--- config.mk ---
export PLATFORM = sky130hd
export DESIGN_NAME = cnu_tree_sched_flat
export DESIGN_NICKNAME = d
export VERILOG_FILES = /design/src/rtl/cnu_pkg.sv /design/src/rtl/cnu_tree_sched_if.sv /design/src/rtl/rr_arb.sv /design/src/rtl/cnu_tree_sched.sv /design/src/flat_wrapper.sv
export SDC_FILE = /design/constraint.sdc
export NUM_CORES = 1
export LEC_CHECK = 0
export ABC_AREA = 1
export BUFFER_PORTS_ARGS = -buffer_cell sky130_fd_sc_hd__buf_4
export CAP_MARGIN = 30
export CORE_MARGIN = 2
export CORE_UTILIZATION = 40
export DETAILED_ROUTE_END_ITERATION = 8
export PLACE_DENSITY = 0.74
export SLEW_MARGIN = 5
export SYNTH_ARGS = -nofsm -noshare
export SYNTH_HDL_FRONTEND = slang
export SYNTH_SLANG_ARGS = --single-unit
export TNS_END_PERCENT = 1
--- constraint.sdc ---
create_clock -name clk -period 4.4 [get_ports clk]
set_input_delay 0.66 -clock clk [delete_from_list [all_inputs] [get_ports clk]]
set_output_delay 0.66 -clock clk [all_outputs]
set_load 0.01 [all_outputs]
--- src/rtl/cnu_pkg.sv ---
// Shared helpers for the CNU comparator-tree scheduler: width math,
// the idle fill bit and the result-entry width.
package cnu_pkg;

    // Every bit of an idle tree input is this value, so the whole vector is a neutral maximum.
    localparam logic IDLE_FILL = 1'b1;

    function automatic int unsigned clog2(input int unsigned n);
        int unsigned r;
        r = 0;
        while ((32'd1 << r) < n) r++;
        return r;
    endfunction

    function automatic int unsigned entry_w(input int unsigned data_w,
                                            input int unsigned idx_w,
                                            input int unsigned tag_w);
        return 2 * data_w + idx_w + tag_w;
    endfunction

endpackage

--- src/rtl/cnu_tree_sched_if.sv ---
// Request and result streams of the CNU tree scheduler.
interface cnu_tree_sched_if #(
    parameter int unsigned N_REQ  = 4,
    parameter int unsigned data_w = 8,
    parameter int unsigned idx_w  = 8,
    parameter int unsigned D      = 5,
    parameter int unsigned TAG_W  = 2
);
    logic [N_REQ-1:0]          req_valid;
    logic [N_REQ-1:0]          req_ready;
    logic [N_REQ*data_w*D-1:0] req_data;
    logic                      res_valid;
    logic                      res_ready;
    logic [data_w-1:0]         res_min;
    logic [data_w-1:0]         res_min2;
    logic [idx_w-1:0]          res_min_idx;
    logic [TAG_W-1:0]          res_tag;

    // Requesters plus result consumer.
    modport master (
        output req_valid, req_data, res_ready,
        input  req_ready, res_valid, res_min, res_min2, res_min_idx, res_tag
    );

    // The scheduler.
    modport slave (
        input  req_valid, req_data, res_ready,
        output req_ready, res_valid, res_min, res_min2, res_min_idx, res_tag
    );
endinterface

--- src/rtl/rr_arb.sv ---
// Round-robin arbiter: one-hot grant to the first request at or after a
// rotating pointer; the pointer moves past the winner on every grant.
module rr_arb
    import cnu_pkg::*;
#(
    parameter int unsigned N_REQ = 4,
    parameter int unsigned TAG_W = clog2(N_REQ)
) (
    input  logic             clk,
    input  logic             rst,
    input  logic             en,
    input  logic [N_REQ-1:0] req,
    output logic [N_REQ-1:0] gnt_c,
    output logic [TAG_W-1:0] gnt_idx_c
);

    logic [TAG_W-1:0] rr_ptr;

    // Scan downward so the candidate closest to rr_ptr is written last and wins.
    always_comb begin
        logic [TAG_W-1:0] k;
        k         = '0;
        gnt_c     = '0;
        gnt_idx_c = '0;
        for (int i = int'(N_REQ) - 1; i >= 0; i--) begin
            k = TAG_W'((32'(rr_ptr) + 32'(i)) % N_REQ);
            if (en && req[k]) begin
                gnt_c     = '0;
                gnt_c[k]  = 1'b1;
                gnt_idx_c = k;
            end
        end
    end

    always_ff @(posedge clk) begin
        if (rst) begin
            rr_ptr <= '0;
        end else if (|gnt_c) begin
            rr_ptr <= (gnt_idx_c == TAG_W'(N_REQ - 1)) ? '0 : gnt_idx_c + TAG_W'(1);
        end
    end

endmodule

--- src/rtl/cnu_tree_sched.sv ---
// Shares one min/min2 comparator tree between N_REQ requesters: round-robin
// issue, tag tracking through the tree latency, and a credit-guarded result FIFO.
module cnu_tree_sched
    import cnu_pkg::*;
#(
    parameter int unsigned N_REQ    = 4,
    parameter int unsigned data_w   = 8,
    parameter int unsigned idx_w    = 8,
    parameter int unsigned D        = 5,
    parameter int unsigned TAG_W    = clog2(N_REQ),
    parameter int unsigned TREE_LAT = 1,
    parameter int unsigned FIFO_D   = 4
) (
    input  logic                 clk,
    input  logic                 rst,
    cnu_tree_sched_if.slave      bus,
    output logic [data_w*D-1:0]  tree_in,
    input  logic [data_w-1:0]    tree_min,
    input  logic [data_w-1:0]    tree_min2,
    input  logic [idx_w-1:0]     tree_min_idx,
    output logic                 busy
);

    localparam int unsigned VEC_W   = data_w * D;
    localparam int unsigned ENTRY_W = entry_w(data_w, idx_w, TAG_W);
    localparam int unsigned PTR_W   = clog2(FIFO_D);
    localparam int unsigned CNT_W   = clog2(FIFO_D + 1);
    localparam int unsigned LAT_W   = clog2(TREE_LAT + 1);
    localparam int unsigned PIPE_TW = TREE_LAT * TAG_W;

    logic [N_REQ-1:0]   gnt_c;
    logic [TAG_W-1:0]   gnt_idx_c;
    logic               hs_c;
    logic               issue_ok_c;
    logic [LAT_W-1:0]   inflight_c;

    logic [TREE_LAT-1:0] pipe_vld;
    logic [PIPE_TW-1:0]  pipe_tag;

    logic [ENTRY_W-1:0] mem [FIFO_D];
    logic [PTR_W-1:0]   wr_ptr;
    logic [PTR_W-1:0]   rd_ptr;
    logic [CNT_W-1:0]   count;
    logic               push_c;
    logic               pop_c;
    logic               nempty_c;
    logic               full_c;
    logic [ENTRY_W-1:0] head_c;

    // Credit covers both buffered entries and ops still inside the tree; a pop in this cycle is not counted.
    assign inflight_c = LAT_W'($countones(pipe_vld));
    assign issue_ok_c = (32'(count) + 32'(inflight_c)) < FIFO_D;

    rr_arb #(
        .N_REQ (N_REQ),
        .TAG_W (TAG_W)
    ) u_arb (
        .clk       (clk),
        .rst       (rst),
        .en        (issue_ok_c),
        .req       (bus.req_valid),
        .gnt_c     (gnt_c),
        .gnt_idx_c (gnt_idx_c)
    );

    assign bus.req_ready = gnt_c;
    assign hs_c          = |gnt_c;

    always_comb begin
        tree_in = {VEC_W{IDLE_FILL}};
        for (int unsigned r = 0; r < N_REQ; r++) begin
            if (gnt_c[r]) tree_in = bus.req_data[r*VEC_W +: VEC_W];
        end
    end

    // Tag pipe mirrors the tree latency; stage 0 is the LSB end.
    always_ff @(posedge clk) begin
        if (rst) pipe_vld <= '0;
        else     pipe_vld <= TREE_LAT'({pipe_vld, hs_c});
    end

    always_ff @(posedge clk) begin
        pipe_tag <= PIPE_TW'({pipe_tag, gnt_idx_c});
    end

    assign push_c   = pipe_vld[TREE_LAT-1];
    assign nempty_c = (count != '0);
    assign full_c   = (count == CNT_W'(FIFO_D));
    assign pop_c    = nempty_c && bus.res_ready;

    always_ff @(posedge clk) begin
        if (push_c) begin
            mem[wr_ptr] <= {tree_min, tree_min2, tree_min_idx,
                            pipe_tag[PIPE_TW-1 -: TAG_W]};
        end
    end

    always_ff @(posedge clk) begin
        if (rst) begin
            wr_ptr <= '0;
            rd_ptr <= '0;
            count  <= '0;
        end else begin
            if (push_c) wr_ptr <= (wr_ptr == PTR_W'(FIFO_D - 1)) ? '0 : wr_ptr + PTR_W'(1);
            if (pop_c)  rd_ptr <= (rd_ptr == PTR_W'(FIFO_D - 1)) ? '0 : rd_ptr + PTR_W'(1);
            if (push_c && !pop_c)      count <= count + CNT_W'(1);
            else if (pop_c && !push_c) count <= count - CNT_W'(1);
        end
    end

    a_no_overflow: assert property (@(posedge clk) disable iff (rst) !(push_c && full_c));

    // Head entry is gated so an empty FIFO presents zeros rather than stale data.
    assign head_c          = mem[rd_ptr];
    assign bus.res_valid   = nempty_c;
    assign bus.res_min     = nempty_c ? head_c[ENTRY_W-1 -: data_w]       : '0;
    assign bus.res_min2    = nempty_c ? head_c[idx_w+TAG_W +: data_w]     : '0;
    assign bus.res_min_idx = nempty_c ? head_c[TAG_W +: idx_w]            : '0;
    assign bus.res_tag     = nempty_c ? head_c[TAG_W-1:0]                 : '0;

    assign busy = nempty_c || (pipe_vld != '0);

endmodule
--- src/flat_wrapper.sv ---
// flat-port wrapper written by rule: the top's interface ports become plain ports
module cnu_tree_sched_flat import cnu_pkg::*;
#(
    parameter int unsigned N_REQ    = 4,
    parameter int unsigned data_w   = 8,
    parameter int unsigned idx_w    = 8,
    parameter int unsigned D        = 5,
    parameter int unsigned TAG_W    = clog2(N_REQ),
    parameter int unsigned TREE_LAT = 1,
    parameter int unsigned FIFO_D   = 4
)
  (clk, rst, tree_in, tree_min, tree_min2, tree_min_idx, busy, bus_req_valid, bus_req_data, bus_res_ready, bus_req_ready, bus_res_valid, bus_res_min, bus_res_min2, bus_res_min_idx, bus_res_tag);
  cnu_tree_sched_if #(.N_REQ(N_REQ), .data_w(data_w), .idx_w(idx_w), .D(D), .TAG_W(TAG_W)) bus_i ();
  input  logic clk;
  input  logic rst;
  output logic [data_w*D-1:0] tree_in;
  input  logic [data_w-1:0] tree_min;
  input  logic [data_w-1:0] tree_min2;
  input  logic [idx_w-1:0] tree_min_idx;
  output logic busy;
  input wire logic [$bits(bus_i.req_valid)-1:0] bus_req_valid;
  input wire logic [$bits(bus_i.req_data)-1:0] bus_req_data;
  input wire logic [$bits(bus_i.res_ready)-1:0] bus_res_ready;
  output wire logic [$bits(bus_i.req_ready)-1:0] bus_req_ready;
  output wire logic [$bits(bus_i.res_valid)-1:0] bus_res_valid;
  output wire logic [$bits(bus_i.res_min)-1:0] bus_res_min;
  output wire logic [$bits(bus_i.res_min2)-1:0] bus_res_min2;
  output wire logic [$bits(bus_i.res_min_idx)-1:0] bus_res_min_idx;
  output wire logic [$bits(bus_i.res_tag)-1:0] bus_res_tag;
  assign bus_i.req_valid = bus_req_valid;
  assign bus_i.req_data = bus_req_data;
  assign bus_i.res_ready = bus_res_ready;
  assign bus_req_ready = bus_i.req_ready;
  assign bus_res_valid = bus_i.res_valid;
  assign bus_res_min = bus_i.res_min;
  assign bus_res_min2 = bus_i.res_min2;
  assign bus_res_min_idx = bus_i.res_min_idx;
  assign bus_res_tag = bus_i.res_tag;
  cnu_tree_sched #(.N_REQ(N_REQ), .data_w(data_w), .idx_w(idx_w), .D(D), .TAG_W(TAG_W), .TREE_LAT(TREE_LAT), .FIFO_D(FIFO_D)) u_core (.clk(clk), .rst(rst), .bus(bus_i), .tree_in(tree_in), .tree_min(tree_min), .tree_min2(tree_min2), .tree_min_idx(tree_min_idx), .busy(busy));
endmodule
Yosys cells after proc, flatten, opt, wreduce, memory -nomap -nowiden:

Memory sizes are Yosys's and may differ from the RTL's. A register that Yosys moved wholly into a read port is not among the register bits.
Index checks and enable logic that the tools add are counted.

* register bits after elaboration: 12
* memory bits (writable): 104
* input port bits: 191
* output and inout port bits: 72
* word-level logic and storage cells: 86
* memories: 1

* add/subtract/negate cells: 9
* $lt $le $gt $ge: 9
* equal/unequal tests: 3
* muxes and demuxes: 41
* reduce and logical (&&, ||, !) cells: 17

Memory list
* u_core.mem: depth 4, bits a word 26, read ports 1, clocked after Yosys merged registers in 1, wr ports 1, line cnu_tree_sched.sv:40 `logic [ENTRY_W-1:0] mem [FIFO_D];`

Operators with widths (number)
* 2-to-1 mux 40 bit: 4
* less-than comparator 32 x 3 -> 1 bit, second input constant: 1
* 2-to-1 mux 8 bit: 3
* 2-to-1 mux 2 bit: 10
* 2-to-1 mux 4 bit: 4
* less-than comparator 2 x 3 -> 1 bit, second input constant: 4
* logical AND 1 bit: 11
* 2-to-1 mux 1 bit: 10
* adder 2 x 1 -> 2 bit, second input constant: 4
* binary-select mux 1 bit (select 2 bit): 4
* demux 1 bit (select 2 bit): 4
* >= comparator 2 x 1 -> 1 bit, second input constant: 4
* == test 2 bit, second input constant: 3
* 2-to-1 mux 3 bit: 2
* adder 2 bit, second input constant: 2
* adder 3 x 1 -> 4 bit: 1
* OR reduction 4 bit: 1
* adder 3 x 1 -> 3 bit, second input constant: 1
* nonzero test 3 bit: 1
* subtractor 3 x 1 -> 3 bit, second input constant: 1
* logical NOT 1 bit: 2
* nonzero test 2 bit: 1
* logical OR 1 bit: 1

Longest topological paths before layout:

* depth in word-level cells: 13
* depth in mapped cells: 17
* depth with buffers taken out: 16

Hierarchy:

A second synthesis with hierarchy kept.

* cell total of the unflattened synthesis: 862
* area total of the unflattened synthesis: 6770.2 µm²

By module, submodules not included
* cnu_tree_sched: times used 1, cells an instance 755, area each 6150.9 µm², seq. area each 3363.2 µm²
* rr_arb: times used 1, cells an instance 107, area each 619.3 µm², seq. area each 40.0 µm²

Worst setup path before layout:

Ideal clock, no wire load.

* path kind: flip-flop to output port
* start point: reg u_core.u_arb.rr_ptr[0]
* end point: out tree_in[30]
* data arrival time: 2189 ps
* required time: 3740 ps
* path slack: 1551 ps
* cell stages (with the launch flop): 16
* buffers on the path: 2
* cell sequence: dfxtp_1 inv_2 ha_1 inv_1 nand3_2 nand3_2 buf_6 nor2_1 nor2_2 nand3_2 nand2_4 inv_2 buf_6 nand2_1 nand3_1 a21oi_1

* elaborated cells on any way between the ends: 43
* classes of those cells: add/sub (3); order compare (8); mux (24); reduce/logical (8)

RTL lines
* start, declared: line rr_arb.sv:17 `logic [TAG_W-1:0] rr_ptr;`
* start signal, assigned: line rr_arb.sv:39 `rr_ptr <= (gnt_idx_c == TAG_W'(N_REQ - 1)) ? '0 : gnt_idx_c + TAG_W'(1);`
* adder 2 bit: line rr_arb.sv:26 `k = TAG_W'((32'(rr_ptr) + 32'(i)) % N_REQ);`
* less-than comparator 2 x 3 -> 1 bit (not written as such) or >= comparator 2 x 1 -> 1 bit (tied branches): line rr_arb.sv:29 `gnt_c[k] = 1'b1;`
* logical AND 1 bit (not written as such): line rr_arb.sv:29
* 2-to-1 mux 1 bit (not written as such): line rr_arb.sv:29
* demux 1 bit (select 2 bit): line rr_arb.sv:29
* 2-to-1 mux 4 bit (3 in a row): line rr_arb.sv:27 `if (en && req[k]) begin`
* 2-to-1 mux 4 bit *: line rr_arb.sv:27
* via bus_req_ready[1]: line flat_wrapper.sv:24 `output wire logic [$bits(bus_i.req_ready)-1:0] bus_req_ready;`
* 2-to-1 mux 40 bit * (3 in a row): line cnu_tree_sched.sv:72 `if (gnt_c[r]) tree_in = bus.req_data[r*VEC_W +: VEC_W];`
* end, declared: line flat_wrapper.sv:16 `output logic [data_w*D-1:0] tree_in;`

Mark *: on every way through the listed nets, which the timed path passes. The rest lies on a longest branch. The select of a mux whose other input is x is not followed.

Worst setup path in the final report:

* start point: reg u_core.u_arb.rr_ptr[1]
* end point: out tree_in[19]

* cells in the longest elaborated chain, start to end: 13
* elaborated cells on any way between the ends: 43
* classes of those cells: add/sub (3); order compare (8); mux (24); reduce/logical (8)

Ends and longest elaborated chain (line)
* adder 2 bit: rr_arb.sv:26
* less-than comparator 2 x 3 -> 1 bit (not written as such) or >= comparator 2 x 1 -> 1 bit (tied branches): rr_arb.sv:29
* logical AND 1 bit (not written as such): rr_arb.sv:29
* 2-to-1 mux 1 bit (not written as such): rr_arb.sv:29
* demux 1 bit (select 2 bit): rr_arb.sv:29
* 2-to-1 mux 4 bit (3 in a row): rr_arb.sv:27
* 2-to-1 mux 4 bit *: rr_arb.sv:27
* 2-to-1 mux 40 bit (3 in a row): cnu_tree_sched.sv:72
* 2-to-1 mux 40 bit *: cnu_tree_sched.sv:72

Mark *: on every way between the ends. The rest lies on a longest branch, timed or not. The select of a mux whose other input is x is not followed.

==> reports/metrics.yaml <==
outcome:
  status: "complete, no violations"
hold_path:
  hold_end: "u_core.inflight_c$_SDFF_PP0_"
  min_path_type: "in -> reg"
  min_from: "rst"
  hold_depth: 2
worst_setup_path:
  startpoint_type: "register"
  cp.arrival_ns: 3.38
  r2r_end: "u_core.u_arb.rr_ptr[0]$_SDFFE_PP0P_"
  rr_startpoint: "u_core.u_arb.rr_ptr[1]$_SDFFE_PP0P_"
  crit_fanout: 23
  reg2reg_depth: 15
  cp.required_ns: 3.74
  reg2reg_slack_ns: 1.54
  end_kind: "primary output"
  criticalPathCategory: "reg -> out"
  crit_path_start: "u_core.u_arb.rr_ptr[1]$_SDFFE_PP0P_"
clocking:
  post-cts-setup-buffer-count: 0
  cts-resized-gates: 0
  tritoncts: "yes"
  cts-root-buf: "clkbuf_16"
  path_clk_slew_ns: 0.05
  cts_hold_buf: 0
  clock_latency_ns: 0.41
  cts_buffer_depth: 2
  clkSinkCount: 118
  cts_buffers: 17
  cts_max_level: 4
route:
  drcViolationCount: 0
  viasPerCell: 4.88
  vias: 6807
  first_pass_iters: 5
  drt-total-wl_microns: 20900
  wire_per_inst_microns: 15.0
  drt_iter0_drc: 355
  ant_nets: 0
global_routing:
  grt_pass1_wl_microns: 31600
  grt_start_max_net_pins: 53
  antenna_found_initial: 0
  grt_pass1_vias: 6137
  grt_usage_pct: 22.0
  grt-ovfl-total: 0
layout:
  nFillCells: 1593
  final_net_count: 1362
  finalInstanceArea_sq_mm: 0.00966
  drive_gt1_share_pct: 27.5
  n_antenna_cell: 0
  area_delta_synth_final_pct: 38.5
synth:
  postSynthRegisterBits: 118
  yosysSeqAreaShare_pct: 48.8
  synthTopCellsByArea: "edfxtp_1, nand2_1, nor2_1, inv_1, nand3_1"
  synth_flop_cell: "edfxtp_1"
  syn-instance-count: 910
  syn-cell-area_sq_mm: 0.00698
  synth.top_cells.by_count: "nand2_1, nor2_1, inv_1"
  yosysMostFrequentCell: "nand2_1"
  synth_top_area_share_pct: 44.7
  yosysWarnings: 0
  synth_cell_type_count: 25
  ys_async_sr_fraction_pct: 0
  synth_fp_nets: 1116
  synth_edf_count: 104
  syn_area_per_cell_sq_um: 7.67
  synth_top_area_cell: "edfxtp_1"
floorplan:
  rows: 48
  fp.dieArea_sq_mm: 0.0185
  dieWidth_microns: 136
  pin_count: 263
  core_area_sq_mm: 0.0172
  initial_core_util_pct: 40.6
  die_y_microns: 136
run:
  maxCapViolCount: 0
sta:
  fmax_mhz: 248
  slew_headroom_pct: 38.5
  whs_ns: 0.445
  skew_ns: 0.00709
  min_period_ns: 4.04
  grt_setup_unrepaired: "false"
  setup_viol: 0
  setup_tns_ns: 0
  min_period_over_period_pct: 91.7
  worstMarginPinSlew_ns: 0.921
  hold_viol: 0
  maxSlewViolCount: 0
power_and_ir_drop:
  p_per_area_mw_per_mm2: 914
  power.total_mw: 8.84
  power.leakage_nw: 4.79
  vdd_ir_drop_max_mv: 0.582
placed_design:
  dpl-instance-area_sq_mm: 0.00907
  gp_congestion: 0.867
  dp_hpwl_microns: 14800
  portBuffers: 262
==> metrics by stage <==
| stage | utilization [%] | instances | setup WS, ns |
|---|---|---|---|
| 6_report | 56.3 | 1394 | 0.363 |
| 5_1_grt | 56.3 | 1394 | 0.0470 |
| 4_1_cts | 56.3 | 1394 | 0.366 |
| 3_5_place_dp | 52.8 | 1362 | 0.793 |
| 3_3_place_gp | 52.8 | 1362 | 0.892 |
| 2_1_floorplan | - | 910 | 1.55 |
==> power by group <==
group	internal (mW)	switching (mW)
clock network	0.934	0.441
registers	1.51	0.106
logic	2.28	3.57
==> kinds of logic (layout without fill, tap and decap cells) <==
family	count (synthesis)	count (layout)	share of synthesized area, %
xor gates and xnor gates	1	1	0.126
adders and majority gates	15	15	2.80
DFF	118	118	48.8
AOI/OAI and AO/OA	135	135	9.79
buffers and inverters	200	459	12.1
and+or+nand+nor	441	441	26.4
==> worst max path at each step <==
| stage | endpoint | slack [ns] |
|---|---|---|
| after floorplan | tree_in[30] | 1.55 |
| after global placement | tree_in[25] | 0.89 |
| after detailed placement | tree_in[3] | 0.79 |
| after CTS | tree_in[3] | 0.37 |
| after global routing | tree_in[29] | 0.05 |
| final | tree_in[19] | 0.36 |
==> critical path, cell delays in order, from the launching register on <==
cell	delay (ns)
dfxtp_1	0.51
inv_1	0.19
ha_1	0.41
inv_1	0.09
nand3_1	0.11
nand3_1	0.09
nor2_2	0.19
nand2_1	0.07
nand2_1	0.08
nand2_1	0.06
nand2_2	0.39
buf_4	0.35
nand3_1	0.10
nand3_1	0.10
a21oi_1	0.08
buf_4	0.14
==> flip-flops by register name, summed over array words and instances (netlist names), named ones only <==
signal and flops:
u_core.count 3, u_core.mem 104, u_core.inflight_c 1, u_core.u_arb.rr_ptr 2, u_core.wr_ptr 2, u_core.pipe_tag 2, u_core.rd_ptr 2
==> final cells by class <==
| type | instances | area [sq um] | share of cell area, % |
|---|---|---|---|
| flip-flops and latches | 118 | 3400 | 35.2 |
| multi-input cells | 592 | 2740 | 28.3 |
| repair buffers | 274 | 2070 | 21.4 |
| inverters | 153 | 576 | 5.96 |
| clock buffers | 20 | 437 | 4.52 |
| well taps | 225 | 282 | 2.91 |
| clock inverters | 12 | 159 | 1.64 |
==> metal layers <==
metal	track usage, %	vias up	share of wire (%)
met3	5.59	30	7.6
met5	0	-	0
met4	7.12	0	2.3
met1	27.5	3116	40
li1	-	3394	-
met2	37.2	267	51
==> cell usage in the layout (no fill, tap or decap) <==
| cell | synthesis | layout |
|---|---|---|
| fa_1 | 1 | 1 |
| dfxtp_2 | 0 | 1 |
| a21oi_1 | 73 | 73 |
| nor2_2 | 4 | 4 |
| edfxtp_1 | 104 | 104 |
| ha_1 | 14 | 14 |
| o211a_1 | 1 | 1 |
| nand3_2 | 5 | 5 |
| dfxtp_1 | 14 | 13 |
| clkinvlp_4 | 0 | 1 |
| nor3_4 | 0 | 1 |
| nand3_1 | 96 | 96 |
| nand2_4 | 1 | 1 |
| buf_4 | 0 | 273 |
| nor2_1 | 162 | 162 |
| nand2_2 | 5 | 5 |
| nand2_1 | 166 | 166 |
| clkinv_1 | 1 | 4 |
| nor3_1 | 1 | 1 |
| buf_12 | 0 | 1 |
| inv_2 | 4 | 4 |
| inv_1 | 147 | 147 |
| xor2_1 | 1 | 1 |
| clkinv_2 | 1 | 5 |
| clkbuf_1 | 18 | 3 |
| clkbuf_16 | 0 | 17 |
| o21bai_1 | 1 | 1 |
| o21ai_0 | 60 | 60 |
| bufinv_16 | 0 | 4 |
No activity file was read; power rests on OpenSTA's default activity.
